`src/rtl/fb_pkg.sv`:
```
// Shared definitions for the double-buffered frame buffer arbiter:
// default geometry (640x480, 1 bit per pixel) and the arbiter FSM state set.
package fb_pkg;

    localparam int FB_ADDR_WIDTH    = 19;
    localparam int FB_DEPTH_DEFAULT = 307200;

    typedef enum logic [1:0] {
        CLEAR_BOTH = 2'd0,
        CLEAR      = 2'd1,
        DRAW       = 2'd2,
        READY      = 2'd3
    } fb_state_e;

endpackage

```
`src/rtl/frame_buffer_arbiter.sv`:
```
// Double-buffer arbiter between a pixel plotter (writes the back buffer) and
// a display scanner (reads the front buffer) sharing two external 1-bit BRAMs.
//
// Ports:
//   clk, rst                   clock, async active-high reset
//   wr_req/wr_addr/wr_data     plotter write, accepted when wr_gnt=1
//   frame_done                 plotter finished drawing the back buffer
//   rd_req/rd_addr             scanner read of the front buffer
//   rd_data/rd_valid           read result, one cycle after rd_req
//   frame_end                  vsync pulse; swap point when a frame is ready
//   WE0/WE1, addrB0/addrB1, WD BRAM0/BRAM1 write enables, addresses, shared data
//   RD0/RD1                    BRAM read data (1-cycle latency)
//   front_sel, swap            displayed buffer, one-cycle swap pulse
//   repeat_cnt                 saturating count of vsyncs with no new frame
module frame_buffer_arbiter
    import fb_pkg::*;
#(
    parameter int ADDR_WIDTH = FB_ADDR_WIDTH,
    parameter int FB_DEPTH   = FB_DEPTH_DEFAULT
) (
    input  logic                  clk,
    input  logic                  rst,
    input  logic                  wr_req,
    input  logic [ADDR_WIDTH-1:0] wr_addr,
    input  logic                  wr_data,
    output logic                  wr_gnt,
    input  logic                  frame_done,
    input  logic                  rd_req,
    input  logic [ADDR_WIDTH-1:0] rd_addr,
    output logic                  rd_data,
    output logic                  rd_valid,
    input  logic                  frame_end,
    output logic                  WE0,
    output logic                  WE1,
    output logic [ADDR_WIDTH-1:0] addrB0,
    output logic [ADDR_WIDTH-1:0] addrB1,
    output logic                  WD,
    input  logic                  RD0,
    input  logic                  RD1,
    output logic                  front_sel,
    output logic                  swap,
    output logic [15:0]           repeat_cnt
);

    // FB_DEPTH may equal 2**ADDR_WIDTH, so the range check needs one extra bit.
    localparam logic [ADDR_WIDTH-1:0] CLR_LAST  = ADDR_WIDTH'(FB_DEPTH - 1);
    localparam logic [ADDR_WIDTH:0]   DEPTH_EXT = (ADDR_WIDTH + 1)'(FB_DEPTH);

    fb_state_e             state;
    fb_state_e             state_nx;
    logic [ADDR_WIDTH-1:0] clr_cnt;
    logic [ADDR_WIDTH-1:0] clr_cnt_nx;
    logic                  do_swap;
    logic [ADDR_WIDTH-1:0] rd_addr_q;
    logic                  rd_sel_q;
    logic                  back_we;
    logic [ADDR_WIDTH-1:0] back_addr;
    logic [ADDR_WIDTH-1:0] front_addr;
    logic                  wr_in_range;

    assign wr_in_range = ({1'b0, wr_addr} < DEPTH_EXT);

    // State register and bookkeeping
    always_ff @(posedge clk or posedge rst) begin
        if (rst) begin
            state      <= CLEAR_BOTH;
            clr_cnt    <= '0;
            front_sel  <= 1'b0;
            repeat_cnt <= 16'd0;
            rd_addr_q  <= '0;
            rd_sel_q   <= 1'b0;
            rd_valid   <= 1'b0;
        end else begin
            state   <= state_nx;
            clr_cnt <= clr_cnt_nx;
            if (do_swap) begin
                front_sel <= ~front_sel;
            end
            // A vsync that finds no finished frame repeats the old image.
            if (frame_end && (state != READY) && (repeat_cnt != 16'hFFFF)) begin
                repeat_cnt <= repeat_cnt + 16'd1;
            end
            if (rd_req) begin
                rd_addr_q <= rd_addr;
                rd_sel_q  <= front_sel;
            end
            rd_valid <= rd_req;
        end
    end

    // Next-state logic
    always_comb begin
        state_nx   = state;
        clr_cnt_nx = clr_cnt;
        do_swap    = 1'b0;
        unique case (state)
            CLEAR_BOTH, CLEAR: begin
                if (clr_cnt == CLR_LAST) begin
                    state_nx   = DRAW;
                    clr_cnt_nx = '0;
                end else begin
                    clr_cnt_nx = clr_cnt + 1'b1;
                end
            end
            DRAW: begin
                if (frame_done) begin
                    state_nx = READY;
                end
            end
            READY: begin
                if (frame_end) begin
                    state_nx   = CLEAR;
                    clr_cnt_nx = '0;
                    do_swap    = 1'b1;
                end
            end
        endcase
    end

    // BRAM port steering. Outputs are forced idle while rst is held so the
    // BRAMs see no writes during reset even though state is CLEAR_BOTH.
    always_comb begin
        WE0        = 1'b0;
        WE1        = 1'b0;
        addrB0     = '0;
        addrB1     = '0;
        WD         = 1'b0;
        wr_gnt     = 1'b0;
        swap       = 1'b0;
        back_we    = 1'b0;
        back_addr  = wr_addr;
        front_addr = rd_req ? rd_addr : rd_addr_q;
        if (!rst) begin
            unique case (state)
                CLEAR_BOTH: begin
                    WE0    = 1'b1;
                    WE1    = 1'b1;
                    addrB0 = clr_cnt;
                    addrB1 = clr_cnt;
                end
                CLEAR: begin
                    back_we   = 1'b1;
                    back_addr = clr_cnt;
                end
                DRAW: begin
                    wr_gnt  = 1'b1;
                    WD      = wr_data;
                    back_we = wr_req && wr_in_range;
                end
                READY: begin
                    swap = frame_end;
                end
            endcase
            // Outside CLEAR_BOTH the front port only ever reads.
            if (state != CLEAR_BOTH) begin
                WE0    = front_sel ? back_we : 1'b0;
                WE1    = front_sel ? 1'b0 : back_we;
                addrB0 = front_sel ? back_addr : front_addr;
                addrB1 = front_sel ? front_addr : back_addr;
            end
        end
    end

    // BRAM data arrives one cycle after the address; select with the
    // front buffer captured on the request cycle.
    assign rd_data = rd_valid & (rd_sel_q ? RD1 : RD0);

endmodule

```
`config.mk`:
```
export PLATFORM = sky130hd
export DESIGN_NAME = frame_buffer_arbiter
export DESIGN_NICKNAME = d
export VERILOG_FILES = /design/src/rtl/fb_pkg.sv /design/src/rtl/frame_buffer_arbiter.sv
export SDC_FILE = /design/constraint.sdc
export NUM_CORES = 1
export LEC_CHECK = 0
export ABC_AREA = 1
export ABC_CLOCK_PERIOD_IN_PS = 5150
export CAP_MARGIN = 20
export CORE_MARGIN = 10
export CORE_UTILIZATION = 50
export CTS_CLUSTER_SIZE = 30
export DETAILED_ROUTE_END_ITERATION = 16
export GPL_TIMING_DRIVEN = 0
export HOLD_SLACK_MARGIN = 0.08
export PLACE_DENSITY = 0.89
export SLEW_MARGIN = 20
export SYNTH_ARGS = -nofsm -noshare
export SYNTH_HDL_FRONTEND = slang
export SYNTH_SLANG_ARGS = --single-unit
```
`constraint.sdc`:
```
create_clock -name clk -period 5.15 [get_ports clk]
set_clock_uncertainty 0.1 [all_clocks]
set_input_delay 1.03 -clock clk [delete_from_list [all_inputs] [get_ports clk]]
set_output_delay 1.03 -clock clk [all_outputs]
set_load 0.05 [all_outputs]
```
==> impl_metrics.yaml <==
final_layout:
  final_nets: 826
  fillers: 715
  drive_above_1_share: 0.0605
  final_cells: 882
  syn_to_final_growth_pct: 33.6
  multiInputGateArea_um2: 2400
  regArea_um2: 1480
  n_antenna_cell: 0
critical_path:
  cp-start-kind: "input port"
  crit_type: "input port to primary output"
  crit_arrival_ns: 3.66
  r2r-start: "state[1]"
  crit_path_end_kind: "primary output"
  cp_max_fo: 39
  required_ns: 4.02
  crit_start: "rst"
synth:
  yosysUniqueCellTypes: 29
  synth_seq_area_share: 0.347
  yosys_warnings: 0
  synth_area_per_cell_um2: 6.53
  synth_cells: 652
  netlist_area_um2: 4260
  async_flop_share: 1.00
  syn-num-nets: 706
  ys.flop_type: "dfrtp_1"
  synth-edff-count: 0
  ys_ff_latch: 59
floorplanning:
  start_util: 0.515
  die_x_um: 112
  die_y_um: 112
  ioPinCount: 109
  core_um2: 8260
  num_rows: 33
  dieArea_um2: 12600
timing:
  setup_viol: 0
  worst_slack_ns: 0.358
  whs_ns: 0.388
  fin_crit_sh: 0.931
  setup_tns_ns: 0
  fmax_ghz: 0.209
  rsz0062_at_grt: "no"
  worst_pin_slew_ns: 0.666
  slew_headroom: 0.554
  layout_min_cycle_time_ns: 4.79
  hold_viol: 0
  finalMaxSlewViolations: 0
drt:
  drc: 0
  ant_nets: 0
  drtIter0Drc: 399
  wire_per_inst_um: 17.2
  drt-pass1-iter-count: 7
  vias_per_cell: 5.46
  routed_wl_um: 15200
  vias: 4820
worst_hold_path:
  min_from: "rd_addr_q[15]"
  hold_class: "flip-flop to flip-flop"
global_route:
  grt_max_degree: 40
  grt_util_all_layers: 0.235
  antenna_found_initial: 0
  grt_overflow: 0
  grt_pass1_vias: 4703
  grt_pass1_wl_um: 24400
clock_network:
  cts-resized-gates: 0
  clk_pin_slew_ns: 0.07
  root_buffer: "clkbuf_8"
  clkLatencyLatePin_ns: 0.34
  cts_sinks: 59
  clockBufferDepth: 2
  cts-buffers-inserted: 9
  cts_tree: "yes"
  cts_setup_buffers: 0
  htreeDepth: 3
  ctsHoldBuffers: 0
place:
  dp_hpwl_um: 12200
  io_buffers: 108
  gp_congestion: 0.974
  pre_cts_slack_ns: 0.377
  placedCellCount: 866
outcome:
  status: "finished clean"
power:
  ir_worst_vdd_mv: 0.167
  power_density_nw_per_um2: 238
  leakage_nw: 2.65
job:
  cap_violations: 0
==> power by group <==
group | leakage, nW | internal (mW) | switching, mW
Combinational | 1.85 | 0.139 | 0.245
Sequential | 0.699 | 0.499 | 0.0348
Clock | 0.0991 | 0.234 | 0.198
==> Yosys cell counts, types with 4 or more instances <==
cell type | number | area, µm²
nor2_2 | 6 | 37.5
nand2_1 | 199 | 747
xor2_1 | 13 | 114
nand2_2 | 4 | 25.0
dfrtp_1 | 59 | 1480
clkbuf_1 | 18 | 67.6
nor2_1 | 67 | 251
o21ai_0 | 84 | 420
o22ai_1 | 7 | 43.8
ha_1 | 7 | 87.6
a21oi_1 | 53 | 265
nand4_1 | 5 | 31.3
nand3_1 | 22 | 110
inv_1 | 66 | 248
and2_1 | 7 | 43.8
buf_2 | 6 | 30.0
xnor2_1 | 5 | 43.8
==> sequential cells by signal, summed over array words and instances, names as in the netlist <==
name and cells:
clr_cnt 19, front_sel 1, rd_addr_q 19, rd_sel_q 1, rd_valid 1, repeat_cnt 16, state 2
==> cell usage in the layout (no fill, tap or decap), drive strengths merged <==
cell	instances
nand2	206
clkdlybuf4s50	108
o21ai	87
nor2	76
inv	67
dfrtp	59
a21oi	53
clkbuf	29
nand3	22
xor2	13
buf	10
o22ai	7
and2	7
ha	7
nand4	5
xnor2	5
nand3b	3
mux2i	3
or2	3
clkinv	3
nor3	2
clkinvlp	1
bufinv	1
==> final timing paths <==
kind	depth (start not counted)	to	slack, ns
min	2	rd_addr_q[15]	0.39
min in group asynchronous	3	clr_cnt[0]	1.22
max	7	addrB0[17]	0.36
max reg2reg	8	clr_cnt[13]	3.01
min reg2reg	2	rd_addr_q[15]	0.39
max in group asynchronous	4	rd_addr_q[13]	3.19
==> metal layers <==
layer | global-route usage | vias to the layer above | part of all wire
met3 | 0.0490 | 39 | 0.078
met5 | 0 | - | 0
met4 | 0.0854 | 0 | 0.029
met1 | 0.289 | 2238 | 0.41
li1 | - | 2323 | -
met2 | 0.396 | 220 | 0.48
==> layout make-up <==
cell class | instances | area share
plain buffers | 27 | 0.0224
well taps | 105 | 0.0231
clock buffers | 11 | 0.0249
flip-flops and latches | 59 | 0.260
repair buffers | 109 | 0.194
inverters | 67 | 0.0447
clock inverters | 5 | 0.00924
multi-input cells | 499 | 0.422
==> kinds of logic (layout without fill, tap and decap cells) <==
| kind of cell | count (synthesis) | in the layout | synth area share |
|---|---|---|---|
| DFF | 59 | 59 | 0.347 |
| adders and majority gates | 7 | 7 | 0.0206 |
| and+or+nand+nor | 324 | 324 | 0.323 |
| xor gates and xnor gates | 18 | 18 | 0.0370 |
| AOI/OAI and AO/OA | 147 | 147 | 0.177 |
| muxes | 3 | 3 | 0.00706 |
| buffers and inverters | 94 | 219 | 0.0888 |
==> worst max-delay path, stage by stage <==
cell	delay (ns)
clkdlybuf4s50_1	0.52
inv_1	0.12
clkbuf_4	0.42
buf_12	0.28
o21ai_0	0.18
a21oi_1	0.24
clkdlybuf4s50_1	0.86
==> per-stage QoR <==
stage | total power, mW | area, µm² | util
after floorplan | 0.772 | 4260 | -
after global placement | 0.906 | 5470 | 0.662
after detailed placement | 0.925 | 5490 | 0.665
after CTS | 1.35 | 5690 | 0.688
after global routing | 1.40 | 5690 | 0.688
final | 1.35 | 5690 | 0.688
Note: power is estimated with default switching activity, not from simulation.
